[src/rtl/braille_sequencer.sv]
// Braille message playback controller: steps through a small message store, holding each code.
// Optional inter-character blank gap is enabled by defining BRAILLE_SEQ_GAP_EN.
module braille_sequencer #(
  parameter int DEPTH       = 8,
  parameter int HOLD_CYCLES = 25_000_000,
  parameter int GAP_CYCLES  = 5_000_000
) (
  input  logic                     clk,
  input  logic                     reset,
  input  logic                     wr_en,
  input  logic [$clog2(DEPTH)-1:0] wr_addr,
  input  logic [3:0]               wr_data,
  input  logic                     start,
  input  logic                     stop,
  output logic [3:0]               code_out,
  output logic                     code_valid,
  output logic [$clog2(DEPTH)-1:0] char_idx,
  output logic                     busy,
  output logic                     done
);

  localparam int AW   = $clog2(DEPTH);
  localparam int MAXC = (HOLD_CYCLES > GAP_CYCLES) ? HOLD_CYCLES : GAP_CYCLES;
  localparam int CW   = $clog2(MAXC + 1);
  localparam logic [CW-1:0] HOLD_INIT = CW'(HOLD_CYCLES - 1);
`ifdef BRAILLE_SEQ_GAP_EN
  localparam logic [CW-1:0] GAP_INIT  = CW'(GAP_CYCLES - 1);
`endif
  localparam logic [3:0] TERM = 4'hF;

  typedef enum logic [1:0] {
    IDLE = 2'd0,
    SHOW = 2'd1,
`ifdef BRAILLE_SEQ_GAP_EN
    GAP  = 2'd2,
`endif
    DONE = 2'd3
  } state_t;

  state_t          state, state_n;
  logic [AW-1:0]   idx, idx_n;
  logic [CW-1:0]   cnt, cnt_n;
  logic [3:0]      mem [DEPTH];

  logic [AW-1:0]   nidx;
  logic [3:0]      mem0_eff;
  logic            last_char;

  always_ff @(posedge clk) begin
    if (reset) begin
      state <= IDLE;
      idx   <= '0;
      cnt   <= '0;
      for (int unsigned i = 0; i < DEPTH; i++) mem[i] <= TERM;
    end else begin
      state <= state_n;
      idx   <= idx_n;
      cnt   <= cnt_n;
      if (wr_en && !busy) mem[wr_addr] <= wr_data;
    end
  end

  always_comb begin
    state_n   = state;
    idx_n     = idx;
    cnt_n     = cnt;
    nidx      = idx + AW'(1);
    // A same-cycle write to slot 0 must decide whether playback starts at all
    mem0_eff  = (wr_en && wr_addr == '0) ? wr_data : mem[0];
    last_char = (idx == AW'(DEPTH - 1)) || (mem[nidx] == TERM);
    case (state)
      IDLE: begin
        if (start && !stop) begin
          idx_n = '0;
          if (mem0_eff != TERM) begin
            state_n = SHOW;
            cnt_n   = HOLD_INIT;
          end else begin
            state_n = DONE;
          end
        end
      end
      SHOW: begin
        if (stop) begin
          state_n = IDLE;
          idx_n   = '0;
          cnt_n   = '0;
        end else if (cnt != '0) begin
          cnt_n = cnt - 1'b1;
        end else if (last_char) begin
          state_n = DONE;
          cnt_n   = '0;
        end else begin
`ifdef BRAILLE_SEQ_GAP_EN
          state_n = GAP;
          cnt_n   = GAP_INIT;
`else
          idx_n   = nidx;
          cnt_n   = HOLD_INIT;
`endif
        end
      end
`ifdef BRAILLE_SEQ_GAP_EN
      GAP: begin
        if (stop) begin
          state_n = IDLE;
          idx_n   = '0;
          cnt_n   = '0;
        end else if (cnt != '0) begin
          cnt_n = cnt - 1'b1;
        end else begin
          state_n = SHOW;
          idx_n   = nidx;
          cnt_n   = HOLD_INIT;
        end
      end
`endif
      DONE: begin
        state_n = IDLE;
        idx_n   = '0;
      end
      default: begin
        state_n = IDLE;
        idx_n   = '0;
        cnt_n   = '0;
      end
    endcase
  end

  always_comb begin
    code_out   = '0;
    code_valid = 1'b0;
    char_idx   = '0;
    busy       = 1'b0;
    done       = 1'b0;
    case (state)
      SHOW: begin
        code_out   = mem[idx];
        code_valid = 1'b1;
        char_idx   = idx;
        busy       = 1'b1;
      end
`ifdef BRAILLE_SEQ_GAP_EN
      GAP: begin
        char_idx = idx;
        busy     = 1'b1;
      end
`endif
      DONE:    done = 1'b1;
      default: ;
    endcase
  end

endmodule

[config.mk]
export PLATFORM = sky130hd
export DESIGN_NAME = braille_sequencer
export DESIGN_NICKNAME = d
export VERILOG_FILES = /design/src/rtl/braille_sequencer.sv
export SDC_FILE = /design/constraint.sdc
export NUM_CORES = 1
export LEC_CHECK = 0
export ABC_AREA = 1
export BUFFER_PORTS_ARGS = -buffer_cell sky130_fd_sc_hd__buf_2
export CAP_MARGIN = 10
export CORE_MARGIN = 2
export CORE_UTILIZATION = 45
export DETAILED_ROUTE_END_ITERATION = 10
export PLACE_DENSITY = 0.6
export REMOVE_ABC_BUFFERS = 1
export SLEW_MARGIN = 20
export SYNTH_ARGS = -nofsm -noshare
export SYNTH_HDL_FRONTEND = slang
export SYNTH_SLANG_ARGS = --single-unit
[constraint.sdc]
create_clock -name clk -period 2.9 [get_ports clk]
set_input_delay 0.145 -clock clk [delete_from_list [all_inputs] [get_ports clk]]
set_output_delay 0.145 -clock clk [all_outputs]
set_load 0.005 [all_outputs]
### Word level (Yosys, flattened, before mapping)

Memory sizes are Yosys's and may differ from the RTL's. A register that Yosys moved wholly into a read port is not among the register bits.
Cells that the tools add are included.

| operators by class | value |
|---|---|
| add/subtract/negate cells | 2 |
| eq/ne operators | 10 |
| muxes and demuxes | 32 |
| bitwise gates (word level) | 1 |
| reductions and logical operators | 13 |

Operators with widths:

| kind | number |
|---|---|
| $mux W25 | 5 |
| $pmux W25 S3 | 1 |
| $reduce_bool A25 Y1 | 1 |
| $sub A25 B1 Y25 const B | 1 |
| $mux W3 | 8 |
| $mux W4 | 3 |
| $mux W2 | 5 |
| $ne A3 B3 Y1 const B | 3 |
| $reduce_and A3 Y1 | 3 |
| $mux W1 | 8 |
| $pmux W3 S2 | 1 |
| $eq A4 B4 Y1 const B | 1 |
| $ne A2 B2 Y1 const B | 2 |
| $ne A4 B4 Y1 const B | 1 |
| $pmux W2 S2 | 1 |
| $reduce_or A4 Y1 | 1 |
| $add A3 B1 Y3 const B | 1 |
| $eq A3 B3 Y1 const B | 1 |
| $logic_and A1 B1 Y1 | 3 |
| $logic_not A3 Y1 | 1 |
| $eq A2 B1 Y1 const B | 1 |
| $eq A2 B2 Y1 const B | 1 |
| $logic_not A1 Y1 | 2 |
| $logic_not A2 Y1 | 1 |
| 2 further kinds | 2 |

| storage, ports and cells | value |
|---|---|
| bits in registers | 30 |
| memory bits (writable) | 32 |
| bits of input ports | 12 |
| memories kept | 1 |

Memory list:

| name | depth | width | read ports | clocked after memory_dff | wr ports | RTL line | source |
|---|---|---|---|---|---|---|---|
| mem | 8 | 4 | 3 | 1 | 8 | 43 | `logic [3:0] mem [DEPTH];` |

### Depth between registers and ports, before layout

Gate-level depths: netlist of the first run.
An unclocked memory read counts as a cell.

| logic depth | value |
|---|---|
| word-level depth | 10 |
| mapped depth | 13 |

### Least setup slack after synthesis of the first run

OpenSTA, ideal clock, no wires.

| path | value |
|---|---|
| kind | reg-to-reg |
| start | register state[1] |
| end | memory mem[1][0], enable pin |
| library setup time | 0.361 ns |
| arrival time | 1.291 ns |
| path slack | 1.247 ns |
| cell stages (with the launch flop) | 5 |
| buffers on the path | 0 |
| clock period less this slack | 1.653 ns |
| path through | dfxtp_1 > nor2_4 > inv_2 > nand4_1 > o21ai_0 |

RTL lines:

| element | RTL line | source |
|---|---|---|
| from (decl) | 40 | `state_t state, state_n;` |
| from (signal assigned) | 56 | `state <= state_n;` |
| to (decl) | 43 |  |

==> results.yml, run 1 <==
layout:
  syn2layout_area_growth_pct: 8.99
  drive_above_1_share_pct: 18.2
  antenna_cells: 0
  fin_nets: 571
  instances_no_fill: 668
routing:
  drcViolationCount: 0
  vias_per_cell: 5.18
  wire_per_inst_microns: 14.4
  drt_iter0_drc: 225
  wl_mm: 9.63
  vias: 3462
  drtAntennaViolNets: 0
  dr.pass1.iters: 5
power:
  irDropWorstVdd_uv: 381
  powerDensity_nw_per_um2: 834
  p_leak_nw: 1.74
clock_tree:
  cts_tree: "yes"
  post-cts-setup-buffers: 0
  clk_latency_ns: 0.34
  cts_buffers: 9
  htree_num_levels: 3
  cts_num_sinks: 65
  cts_max_path_buffers: 2
  cts.clk_slew.worst_paths_ns: 0.07
  hold_buffers: 0
  cts.root.buffer_cell: "clkbuf_8"
  cts_resized: 0
timing:
  timing.final.max_slew_violations: 0
  max_freq_mhz: 427
  clock_skew_ns: 0.0138
  worst_pin_slew_ns: 0.661
  final-hold-violation-count: 0
  finalSetupViolations: 0
  period_share_pct: 80.8
  min_period_ns: 2.34
  relSlewSlack_pct: 55.5
  rsz0062_at_grt: "no"
  tns_ns: 0
placed_design:
  io_buffers: 21
  gp_congestion: 0.921
  dp_hpwl_mm: 7.01
  placed_cells: 652
min_path:
  holdPathStages: 5
  hold_path.class: "input pin to flop"
  min_to: "state[0]$_SDFFE_PP0P_"
  hp-start: "start"
synth:
  ys_types: 43
  synth_top_area_cell: "edfxtp_1"
  synth_area_leaders: "edfxtp_1 24%, dfxtp_1 17%, nand2_1 15%, nor2_1 5.8%, inv_1 4.8%"
  yosysSeqAreaShare_pct: 40.9
  synthArstFlopShare_pct: 0
  ys_seq_elements: 65
  syn_area_sq_um: 3970
  synth_edf_count: 32
  synthFlopType: "dfxtp_1"
  synth_top_area_share_pct: 24.2
  avgSynthCellArea_sq_um: 7.41
  syn_inst: 535
  ys_warn_count: 0
setup_path:
  reg2reg_slack_ns: 0.84
  r2r_start: "mem[0][3]$_SDFFCE_PN1P_"
  crit_arrival_ns: 2.20
  path_max_fanout: 19
  critical_path_class: "flop to output pin"
  rr_endpoint: "cnt[11]$_SDFFE_PP0P_"
  end_kind: "output pin"
  rr_worst_depth: 7
  required_ns: 2.76
  start_kind: "flop"
run:
  cap_violations: 0
global_route:
  antenna_found_initial: 0
  grt_start_max_net_pins: 24
  busiest_layer: "met2"
  grt_pass1_wl_mm: 16.3
  grt_use_met1_pct: 30.4
  first_global_vias: 3317
  gr-usage-met2_pct: 33.2
  grt_overflow: 0
  grt_use_met3_pct: 3.94
  grt_usage_pct: 21.2
floorplanning:
  die_x_microns: 97.9
  rows: 34
  die_y_microns: 97.9
  io_pins: 22
  start_util_pct: 45.9
  core-area_sq_um: 8640
  dieArea_sq_um: 9580
run_status:
  status: "finished clean"
==> through the flow <==
step	area (sq um)	setup WS, ns	util [%]	power [W]	hold slack [ns]
after CTS	4320	0.589	50.0	0.00362	0.211
final	4320	0.557	50.0	0.00360	0.207
after detailed placement	4130	0.813	47.8	0.00285	0.458
after floorplan	3860	1.07	-	0.00248	0.207
after global placement	4130	0.798	47.8	0.00283	0.448
after global routing	4320	0.299	50.0	0.00390	0.233
==> flip-flops by register name, indices dropped and copies added, names as in the netlist, named ones only <==
register  cells
mem          32
cnt          25
idx           3
state         2
==> logic make-up after synthesis <==
| family | share of synthesized area [%] |
|---|---|
| buf+inv | 8.24 |
| simple gates | 35.9 |
| compound gates | 11.5 |
| fa+ha+maj | 1.26 |
| xor+xnor | 2.21 |
| flops | 40.9 |
==> critical path, cell delays in order, from the launching register on <==
cell and delay, ns:
dfxtp_1 0.73, inv_1 0.37, o21ai_0 0.24, o22ai_1 0.11, o21ai_0 0.18, a31oi_1 0.08, buf_2 0.14
==> cell usage after synthesis, types with 2 or more instances <==
master    number
xor2_1         6
o21ai_0       33
nor2_1        61
clkbuf_1       6
nor2_2         6
nor4_1         2
nand2_1      161
inv_2          8
buf_6          2
buf_2          2
a31oi_1        3
buf_4          3
o22ai_1        3
nand4_1        6
nand2_2       18
nor3_1         2
dfxtp_1       33
inv_1         51
or2_0          3
nor2_4        10
edfxtp_1      32
xnor2_1        4
ha_1           4
nand3b_1       2
a21oi_2       10
nand3_1       23
o21ai_1        3
nand2_4        2
a21oi_1       22
==> layer usage <==
layer / wire, microns / share of wire, %
met4: 104 / 1.1
met5: 0 / 0
met1: 4750 / 49
met3: 500 / 5.2
met2: 4280 / 44
==> area by class of cell <==
| class | instances | area [sq um] |
|---|---|---|
| sequential | 65 | 1620 |
| multi-input combinational | 395 | 2020 |
| timing repair buffer | 24 | 128 |
| fill | 873 | 4310 |
| clock inverter | 7 | 71.3 |
| inverter | 60 | 225 |
| clock buffer | 9 | 124 |
| tap | 108 | 135 |
==> power breakdown <==
part | internal (W) | total (W) | switching (W)
Clock | 0.000395 | 0.000766 | 0.000371
Sequential | 0.00106 | 0.00119 | 0.000131
Combinational | 0.000569 | 0.00165 | 0.00108
Total | 0.00202 | 0.00360 | 0.00158
==> how the worst max path moves through the flow <==
stage / from / end / slack (ns) / depth (start not counted)
detailed placement: wr_addr[2] / cnt[14]$_SDFFE_PP0P_ / 0.81 / 10
finish: flop / code_out[2] / 0.56 / 6
floorplan: state[0]$_SDFFE_PP0P_ / cnt[23]$_SDFFE_PP0P_ / 1.07 / 11
global route: flop / code_out[2] / 0.30 / 6
CTS: flop / code_out[2] / 0.59 / 6
global placement: mem[0][0]$_SDFFCE_PN1P_ / cnt[11]$_SDFFE_PP0P_ / 0.80 / 7
==> cells in the final DEF (no fill, tap or decap), types with 8 or more instances in the layout <==
cell	count
edfxtp_1	32
nor2_4	10
nand3_1	23
a21oi_2	10
buf_2	21
nand2_1	161
inv_2	8
clkbuf_8	9
nand2_2	18
dfxtp_1	33
a21oi_1	22
inv_1	51
o21ai_0	33
nor2_1	61
No activity file was read; power rests on OpenSTA's default activity.
==> run 2: changes to the inputs <==
clock period = 2.3 ns   (was 2.9 ns; I/O delays follow)
==> run 2 against run 1 <==
Flip-flop and latch count did not move. Sequential share of layout area fell by 0.44 points. Total power rose by 27%. Hold slack got worse by 0.080 ns. Count of clock-buffer cells in the layout rose by 1. Global-route usage barely moved. Cell count rose by 1.2%. First-iteration DRC count fell by 13%. Highest routed layer unchanged. Critical path type unchanged. Non-clock buffer count rose by 8. Register-to-register slack got worse by 0.45 ns. Clock power rose by 25%. Sequential power rose by 24%. Largest cell class unchanged.
==> results.yml, run 2 (same netlist as run 1, synthesis figures left out) <==
run_status:
  status: "finished clean"
clock_tree:
  cts_buffers: 9
  cts.root.buffer_cell: "clkbuf_8"
  cts.clk_slew.worst_paths_ns: 0.07
  cts_resized: 0
  post-cts-setup-buffers: 0
  cts_num_sinks: 65
  htree_num_levels: 3
  clk_latency_ns: 0.34
  hold_buffers: 0
  cts_max_path_buffers: 2
  cts_tree: "yes"
setup_path:
  rr_endpoint: "cnt[12]$_SDFFE_PP0P_"
  reg2reg_slack_ns: 0.39
  start_kind: "flop"
  critical_path_class: "flop to output pin"
  crit_arrival_ns: 1.81
  path_max_fanout: 10
  rr_worst_depth: 7
  required_ns: 2.18
  r2r_start: "mem[0][2]$_SDFFCE_PN1P_"
  end_kind: "output pin"
routing:
  drt_iter0_drc: 196
  wire_per_inst_microns: 14.1
  dr.pass1.iters: 5
  vias: 3469
  vias_per_cell: 5.13
  drtAntennaViolNets: 0
  wl_mm: 9.56
  drcViolationCount: 0
floorplanning:
  die_y_microns: 97.9
  io_pins: 22
  dieArea_sq_um: 9580
  start_util_pct: 45.9
  core-area_sq_um: 8640
  die_x_microns: 97.9
  rows: 34
timing:
  rsz0062_at_grt: "no"
  finalSetupViolations: 0
  final-hold-violation-count: 0
  max_freq_mhz: 520
  timing.final.max_slew_violations: 0
  worst_pin_slew_ns: 0.661
  period_share_pct: 83.6
  tns_ns: 0
  min_period_ns: 1.92
  relSlewSlack_pct: 55.5
  clock_skew_ns: 0.00899
power:
  seqPwrFrac_pct: 32.3
  p_clk_share_pct: 21.0
  powerDensity_nw_per_um2: 1040
  combPwrFrac_pct: 46.7
  p_switching_w: 0.00199
  internal-power_w: 0.00257
  p_leak_nw: 1.79
  irDropWorstVdd_uv: 431
  p_sw_share_pct: 43.7
min_path:
  hold_path.class: "input pin to flop"
  holdPathStages: 2
  hp-start: "reset"
  min_to: "cnt[2]$_SDFFE_PP0P_"
global_route:
  first_global_vias: 3251
  antenna_found_initial: 0
  grt_overflow: 0
  grt_start_max_net_pins: 19
  grt_usage_pct: 21.2
  grt_pass1_wl_mm: 16.1
layout:
  largest_reg_flops: 32
  top_regs: "mem (32), cnt (25), idx (3)"
  antenna_cells: 0
  drive_above_1_share_pct: 19.2
  syn2layout_area_growth_pct: 10.3
  final_cell_mix: "161 x nand2_1, 61 x nor2_1, 51 x inv_1"
  fin_nets: 579
  final_util_pct: 50.6
  final_common_cell: "nand2_1"
  largest_register: "mem"
run:
  cap_violations: 0
placed_design:
  dp_hpwl_mm: 7.14
  gp_congestion: 0.873
  io_buffers: 21
run 2: cell count changes in the layout (fill, tap and decap cells not counted):
cell        change
clkbuf_1        +1
clkinvlp_4      -3
buf_4           +8
clkinv_2        +2
run 2: how the worst max path moves through the flow:
stage / start / endpoint / slack [ns] / cells after the start
3_5_place_dp: wr_addr[2] / cnt[12]$_SDFFE_PP0P_ / 0.31 / 10
5_1_grt: cnt[2]$_SDFFE_PP0P_ / cnt[23]$_SDFFE_PP0P_ / 0.16 / 9
2_1_floorplan: state[0]$_SDFFE_PP0P_ / cnt[23]$_SDFFE_PP0P_ / 0.47 / 11
6_report: flop / code_out[0] / 0.38 / 5
3_3_place_gp: wr_addr[2] / cnt[12]$_SDFFE_PP0P_ / 0.32 / 10
4_1_cts: mem[0][2]$_SDFFCE_PN1P_ / cnt[12]$_SDFFE_PP0P_ / 0.37 / 7
run 2: area by class of cell:
class,count,area [sq um]
timing repair buffer,32,188
inverter,60,225
multi-input combinational,395,2020
sequential,65,1620
clock inverter,6,58.8
clock buffer,10,128
tap,108,135
fill,833,4260
run 2: worst max-delay path, stage by stage, from the launching register on:
cell and delay [ns]:
dfxtp_1 0.53, inv_1 0.22, a21oi_1 0.18, o21ai_0 0.12, a311oi_1 0.26, buf_2 0.15
run 2: power by group through the flow:
stage	clock network [W]	logic, W	registers [W]
floorplan	0	0.00164	0.00149
global placement	0	0.00209	0.00149
detailed placement	0	0.00210	0.00150
CTS	0.000969	0.00212	0.00147
global route	0.00102	0.00243	0.00149
finish	0.000956	0.00213	0.00147
run 2: layer usage:
layer / vias up / wire [microns] / GRT usage (%) / part of all wire [%]
met4: 0 / 113 / 6.09 / 1.2
li1: 1780 / - / - / -
met2: 84 / 4110 / 31.6 / 43
met1: 1593 / 4910 / 31.8 / 51
met3: 12 / 426 / 3.44 / 4.5
met5: - / 0 / 0 / 0
run 2: metrics by stage:
stage          cell area, sq um  std cells  setup slack [ns]  hold slack (ns)  total power (W)
2_1_floorplan              3860        520             0.467            0.177          0.00313
3_3_place_gp               4190        660             0.321            0.450          0.00359
5_1_grt                    4370        676             0.159            0.114          0.00494
3_5_place_dp               4190        660             0.307            0.466          0.00360
6_report                   4370        676             0.378            0.127          0.00456
4_1_cts                    4370        676             0.369            0.109          0.00456
